## src/rtl/conv_pkg.sv

```systemverilog
// Shared state encoding, default element sizes and a channel-packing helper
// for the conv stack sequencer.
package conv_pkg;

    localparam int DEF_W = 16;
    localparam int DEF_C = 4;

    typedef enum logic [2:0] {
        IDLE,
        SHIFT,
        START,
        WAIT,
        CACHE,
        OUTPUT,
        ERROR
    } seq_state_t;

    // Channel 0 lands in the least significant bits.
    function automatic logic [DEF_C*DEF_W-1:0] pack_ch(input logic [DEF_C-1:0][DEF_W-1:0] ch);
        logic [DEF_C*DEF_W-1:0] v;
        v = '0;
        for (int c = 0; c < DEF_C; c++) begin
            v[c*DEF_W +: DEF_W] = ch[c];
        end
        return v;
    endfunction

endpackage

```

## src/rtl/seq_watchdog.sv

```systemverilog
// Per-layer watchdog: up-counter with synchronous clear and enable; tc flags the
// TIMEOUT-th enabled cycle since the last clear.
module seq_watchdog #(
    parameter int TIMEOUT = 255
) (
    input  logic clk,
    input  logic rst,
    input  logic clr,
    input  logic en,
    output logic tc
);

    localparam int CW = $clog2(TIMEOUT + 1);
    localparam logic [CW-1:0] TC_VAL = CW'(TIMEOUT - 1);

    logic [CW-1:0] cnt_q, cnt_d;

    assign tc = (cnt_q == TC_VAL);

    always_comb begin
        cnt_d = cnt_q;
        if (clr) begin
            cnt_d = '0;
        end else if (en && !tc) begin
            cnt_d = cnt_q + CW'(1);
        end
    end

    always_ff @(posedge clk or posedge rst) begin
        if (rst) begin
            cnt_q <= '0;
        end else begin
            cnt_q <= cnt_d;
        end
    end

endmodule

```

## src/rtl/conv_stack_sequencer.sv

```systemverilog
// Control sequencer for a stack of dilated causal conv layers: accept sample,
// run each layer in turn, hold the final output. Optional CONV_SEQ_PERF_EN adds perf_cycles.
module conv_stack_sequencer
    import conv_pkg::*;
#(
    parameter int W          = DEF_W,
    parameter int C          = DEF_C,
    parameter int NUM_LAYERS = 3,
    parameter int TIMEOUT    = 255
) (
    input  logic                  clk,
    input  logic                  rst,
    input  logic                  in_valid,
    output logic                  in_ready,
    input  logic [W-1:0]          in_data,
    output logic [W-1:0]          sample_q,
    output logic                  lsb_shift,
    output logic [NUM_LAYERS-1:0] layer_start,
    input  logic [NUM_LAYERS-1:0] layer_done,
    output logic [NUM_LAYERS-2:0] cache_shift,
    input  logic [C*W-1:0]        layer_out,
    output logic [C*W-1:0]        out_data,
    output logic                  out_valid,
    input  logic                  out_ready,
    output logic                  busy,
    output logic                  error,
    output logic [2:0]            err_layer,
`ifdef CONV_SEQ_PERF_EN
    output logic [15:0]           perf_cycles,
`endif
    input  logic                  err_clear
);

    localparam logic [2:0]            LAST  = 3'(NUM_LAYERS - 1);
    localparam logic [NUM_LAYERS-1:0] ONE_L = NUM_LAYERS'(1);
    localparam logic [NUM_LAYERS-2:0] ONE_C = (NUM_LAYERS - 1)'(1);

    seq_state_t state_q, state_d;
    logic [2:0] idx_q, idx_d;
    logic [W-1:0] sample_d;
    logic [C*W-1:0] out_data_q, out_data_d;
    logic [2:0] err_layer_q, err_layer_d;
    logic in_ready_q, in_ready_d, lsb_shift_q, lsb_shift_d;
    logic out_valid_q, out_valid_d, busy_q, busy_d, error_q, error_d;
    logic [NUM_LAYERS-1:0] layer_start_q, layer_start_d;
    logic [NUM_LAYERS-2:0] cache_shift_q, cache_shift_d;
    logic wd_clr, wd_en, wd_tc, cur_done;

    seq_watchdog #(.TIMEOUT(TIMEOUT)) u_wdog (
        .clk (clk),
        .rst (rst),
        .clr (wd_clr),
        .en  (wd_en),
        .tc  (wd_tc)
    );

    // Masking avoids a dynamic bit-select wider than the done vector needs.
    assign cur_done = |(layer_done & (ONE_L << idx_q));

    // Strobes and status are computed from the next state so every output is a flop.
    always_comb begin
        state_d       = state_q;
        idx_d         = idx_q;
        sample_d      = sample_q;
        out_data_d    = out_data_q;
        err_layer_d   = err_layer_q;
        in_ready_d    = 1'b0;
        lsb_shift_d   = 1'b0;
        layer_start_d = '0;
        cache_shift_d = '0;
        out_valid_d   = 1'b0;
        error_d       = 1'b0;
        wd_clr        = 1'b0;
        wd_en         = 1'b0;
        unique case (state_q)
            IDLE: begin
                if (in_valid && in_ready_q) begin
                    sample_d    = in_data;
                    state_d     = SHIFT;
                    lsb_shift_d = 1'b1;
                end else begin
                    in_ready_d = 1'b1;
                end
            end
            SHIFT: begin
                idx_d         = '0;
                state_d       = START;
                layer_start_d = ONE_L;
            end
            START: begin
                wd_clr  = 1'b1;
                state_d = WAIT;
            end
            WAIT: begin
                wd_en = 1'b1;
                if (cur_done) begin
                    if (idx_q == LAST) begin
                        out_data_d  = layer_out;
                        out_valid_d = 1'b1;
                        state_d     = OUTPUT;
                    end else begin
                        cache_shift_d = ONE_C << idx_q;
                        state_d       = CACHE;
                    end
                end else if (wd_tc) begin
                    err_layer_d = idx_q;
                    error_d     = 1'b1;
                    state_d     = ERROR;
                end
            end
            CACHE: begin
                idx_d         = idx_q + 3'd1;
                layer_start_d = ONE_L << (idx_q + 3'd1);
                state_d       = START;
            end
            OUTPUT: begin
                if (out_ready) begin
                    in_ready_d = 1'b1;
                    state_d    = IDLE;
                end else begin
                    out_valid_d = 1'b1;
                end
            end
            ERROR: begin
                if (err_clear) begin
                    in_ready_d = 1'b1;
                    state_d    = IDLE;
                end else begin
                    error_d = 1'b1;
                end
            end
            default: begin
                in_ready_d = 1'b1;
                state_d    = IDLE;
            end
        endcase
        busy_d = !(state_d == IDLE || state_d == ERROR);
    end

    always_ff @(posedge clk or posedge rst) begin
        if (rst) begin
            state_q       <= IDLE;
            idx_q         <= '0;
            sample_q      <= '0;
            out_data_q    <= '0;
            err_layer_q   <= '0;
            in_ready_q    <= 1'b1;
            lsb_shift_q   <= 1'b0;
            layer_start_q <= '0;
            cache_shift_q <= '0;
            out_valid_q   <= 1'b0;
            busy_q        <= 1'b0;
            error_q       <= 1'b0;
        end else begin
            state_q       <= state_d;
            idx_q         <= idx_d;
            sample_q      <= sample_d;
            out_data_q    <= out_data_d;
            err_layer_q   <= err_layer_d;
            in_ready_q    <= in_ready_d;
            lsb_shift_q   <= lsb_shift_d;
            layer_start_q <= layer_start_d;
            cache_shift_q <= cache_shift_d;
            out_valid_q   <= out_valid_d;
            busy_q        <= busy_d;
            error_q       <= error_d;
        end
    end

    assign in_ready    = in_ready_q;
    assign lsb_shift   = lsb_shift_q;
    assign layer_start = layer_start_q;
    assign cache_shift = cache_shift_q;
    assign out_data    = out_data_q;
    assign out_valid   = out_valid_q;
    assign busy        = busy_q;
    assign error       = error_q;
    assign err_layer   = err_layer_q;

`ifdef CONV_SEQ_PERF_EN
    logic [15:0] perf_cnt_q, perf_cnt_d, perf_cycles_q, perf_cycles_d;

    // The counter reads 1 in the first cycle after the accept edge, so the value
    // latched on OUTPUT entry counts up to and including the first out_valid cycle.
    always_comb begin
        perf_cnt_d    = perf_cnt_q;
        perf_cycles_d = perf_cycles_q;
        if (state_q == IDLE && state_d == SHIFT) begin
            perf_cnt_d = 16'd1;
        end else if (busy_q && perf_cnt_q != 16'hFFFF) begin
            perf_cnt_d = perf_cnt_q + 16'd1;
        end
        if (state_q == WAIT && state_d == OUTPUT) begin
            perf_cycles_d = (perf_cnt_q == 16'hFFFF) ? 16'hFFFF : perf_cnt_q + 16'd1;
        end
    end

    always_ff @(posedge clk or posedge rst) begin
        if (rst) begin
            perf_cnt_q    <= '0;
            perf_cycles_q <= '0;
        end else begin
            perf_cnt_q    <= perf_cnt_d;
            perf_cycles_q <= perf_cycles_d;
        end
    end

    assign perf_cycles = perf_cycles_q;
`endif

endmodule
```

## config.mk

```make
export PLATFORM = sky130hd
export DESIGN_NAME = conv_stack_sequencer
export DESIGN_NICKNAME = d
export VERILOG_FILES = /design/src/rtl/conv_pkg.sv /design/src/rtl/seq_watchdog.sv /design/src/rtl/conv_stack_sequencer.sv
export SDC_FILE = /design/constraint.sdc
export NUM_CORES = 1
export LEC_CHECK = 0
export CAP_MARGIN = 20
export CORE_ASPECT_RATIO = 2
export CORE_MARGIN = 10
export CORE_UTILIZATION = 30
export CTS_BUF_LIST = sky130_fd_sc_hd__clkbuf_2 sky130_fd_sc_hd__clkbuf_4 sky130_fd_sc_hd__clkbuf_8
export DETAILED_ROUTE_END_ITERATION = 7
export PLACE_DENSITY = 0.66
export RECOVER_POWER = 100
export SYNTH_ARGS = -nofsm -noshare
export SYNTH_HDL_FRONTEND = slang
export SYNTH_SLANG_ARGS = --single-unit
export TNS_END_PERCENT = 50
```

## constraint.sdc

```tcl
create_clock -name clk -period 3.7 [get_ports clk]
set_input_delay 0.74 -clock clk [delete_from_list [all_inputs] [get_ports clk]]
set_output_delay 0.74 -clock clk [all_outputs]
set_load 0.05 [all_outputs]
```

==> impl_metrics.toml <==
[synth]
synth_top_family_by_area = "multiplexers"
synth_adder_area_share_pct = 2.57
synthArstFlopShare_pct = 100
syn_inst = 304
synth_ff_type = "dfrtp_1"
yosys-mux-area-fraction_pct = 22.2
syn_nets = 401
yosysWarnings = 0
ys_ff_latch = 107
synth_cell_type_count = 43
synth.avg_cell_area_um2 = 14.4
synth_xor_area_share_pct = 0.599
ys_seq_area_share_pct = 61.0
yosys.area_share.simple_pct = 7.30
syn_area_mm2 = 0.00439
synth_compound_area_share_pct = 3.88
synth_edf_count = 0

[timing]
post-route-min-period_ns = 2.84
fmax_mhz = 352
finalMaxSlewViolations = 43
hold_viol_final = 0
worst_pin_slew_ns = 1.88
slew_headroom_pct = -25.9
setup_violations = 0
rsz0062_at_grt = "no"
timing.final.crit_share_pct = 76.9
skew_ns = 0.0101
tns_ns = 0

[drt]
wire_per_inst_um = 18.9
drt_wl_total_um = 12800
dr.first_iter.drc_count = 65
drc = 0
drtAntennaViolNets = 0
viasPerCell = 4.59
firstDrtPassIters = 4
num_vias = 3118

[power]
p_clk_share_pct = 15.0
seqPwrFrac_pct = 33.8
power_frac_comb_pct = 51.2
cellPowerDensity_mw_per_mm2 = 813
power.share.switching_pct = 45.7
ir_drop_uv = 237
intPower_uw = 2910
power.net_switching_uw = 2450
power.total_uw = 5360
leakage_uw = 0.00319

[worst_setup_path]
crit_type = "reg2reg"
crit_required_ns = 3.95
worst-path-max-fanout = 64
worstSetupEndpointType = "flip-flop"
crit_arrival_ns = 3.09
startpoint_type = "flip-flop"

[clock_network]
clockBufferDepth = 2
clk_pin_slew_worst_paths_ns = 0.10
clock-sinks = 107
holdBufCountCts = 0
htreeDepth = 3
cts_tree = "done"
cts_inserted_buffers = 9
clk_latency_ns = 0.36
post_cts_buffers = 0
cts.root.buffer_cell = "clkbuf_8"
cts_resized = 0

[cells_and_area]
drive_above_1_share_pct = 21.8
fillers = 1311
diodes = 0
nets = 579
final_common_cell = "dfrtp_1"
mostFrequentLayoutCells = "106 x dfrtp_1, 95 x dlygate4sd3_1, 85 x clkdlybuf4s50_1"
syn_to_final_growth_pct = 50.3

[die]
ios = 181
start_util_pct = 30.6
fp.dieW_um = 106
rows = 62
dieArea_mm2 = 0.0202
die_y_um = 191
core_mm2 = 0.0144

[global_route]
grt_usage_pct = 12.6
grt_max_degree = 66
grt_pass1_vias = 3322
antenna_found_initial = 0
overflow = 0
grt_pass1_wl_um = 19700

[run_status]
run_status = "finished, violations left"
failed_checks = "max-capacitance violations, max-slew violations"

[placement]
place_congestion = 0.773
portBuffers = 180
hpwl_um = 10200

[flow_run]
cap_violations = 1

[hold_path]
hold_path_class = "reg2reg"
## layout make-up
class / instances / area, um2 / area share (%)
Clock buffer: 12 / 153 / 2.31
Timing Repair Buffer: 183 / 1830 / 27.8
Tap cell: 192 / 240 / 3.64
Inverter: 4 / 16.3 / 0.247
Sequential cell: 107 / 2680 / 40.6
Multi-Input combinational cell: 177 / 1600 / 24.3
Clock inverter: 4 / 73.8 / 1.12
## registers in the layout, indices dropped and copies added, names as in the netlist
register      cells
busy              1
cache_shift       2
err_layer         3
error             1
idx_q             3
in_ready          1
layer_start       3
lsb_shift         1
out_data         64
out_valid         1
sample_q         16
state_q           3
u_wdog.cnt_q      8
## routing by layer
layer / up-vias / part of all wire (%) / GRT usage [%]
li1: 1455 / - / -
met1: 1559 / 33 / 11.9
met2: 96 / 60 / 24.9
met3: 8 / 5.5 / 3.31
met4: 0 / 1.5 / 4.55
met5: - / 0 / 0
## stage by stage
step           std cells  instance area, um2  worst slack [ns]  utilization [%]  hold WS, ns
5_1_grt              679                6590             0.614             45.9        0.524
3_3_place_gp         663                6380             0.747             44.5        0.488
6_report             679                6590             0.856             45.9        0.500
3_5_place_dp         663                6380             0.673             44.5        0.493
4_1_cts              679                6610             0.903             46.1        0.507
2_1_floorplan        304                4390             0.144                -        0.464
## path summary, 6_finish.rpt
path,start,end,slack [ns],depth (start not counted)
max,idx_q[0],out_data[20],0.86,6
min,u_wdog.cnt_q[7],u_wdog.cnt_q[7],0.50,1
max reg2reg,idx_q[0],out_data[20],0.86,6
min reg2reg,u_wdog.cnt_q[7],u_wdog.cnt_q[7],0.50,1
max in group asynchronous,rst,in_ready,1.35,3
min in group asynchronous,rst,sample_q[15],1.29,2
## synthesized netlist by cell type, types with 5 or more instances
cell | count | area share, %
dfrtp_1 | 106 | 60
mux2_2 | 84 | 22
nand2_1 | 11 | 0.94
ha_1 | 9 | 2.6
a22o_1 | 6 | 1.2
buf_4 | 6 | 1.0
nand3_1 | 6 | 0.68
o21ai_0 | 6 | 0.68
buf_2 | 5 | 0.57
nor2_1 | 5 | 0.43
## critical path, stage by stage (launching register included)
cell and delay (ns):
dfrtp_1 0.47, inv_1 0.18, ha_1 0.25, a222oi_1 0.20, nor4b_1 0.44, buf_4 0.72
mux2_2 0.41
## logic make-up after synthesis
family / Yosys count
adder cells (fa/ha/maj): 9
XOR/XNOR: 3
buffers and inverters: 20
AND/OR/NAND/NOR: 53
multiplexers: 87
flip-flops: 107
AO/OA/AOI/OAI: 25
## power by group through the flow
stage | sequential [uW] | combinational, uW | clock, uW
2_1_floorplan | 3000 | 704 | 0
3_3_place_gp | 1840 | 2880 | 0
3_5_place_dp | 1860 | 2910 | 0
4_1_cts | 1830 | 2920 | 838
5_1_grt | 1880 | 2870 | 879
6_report | 1810 | 2740 | 804
(Power assumes the default switching activity.)
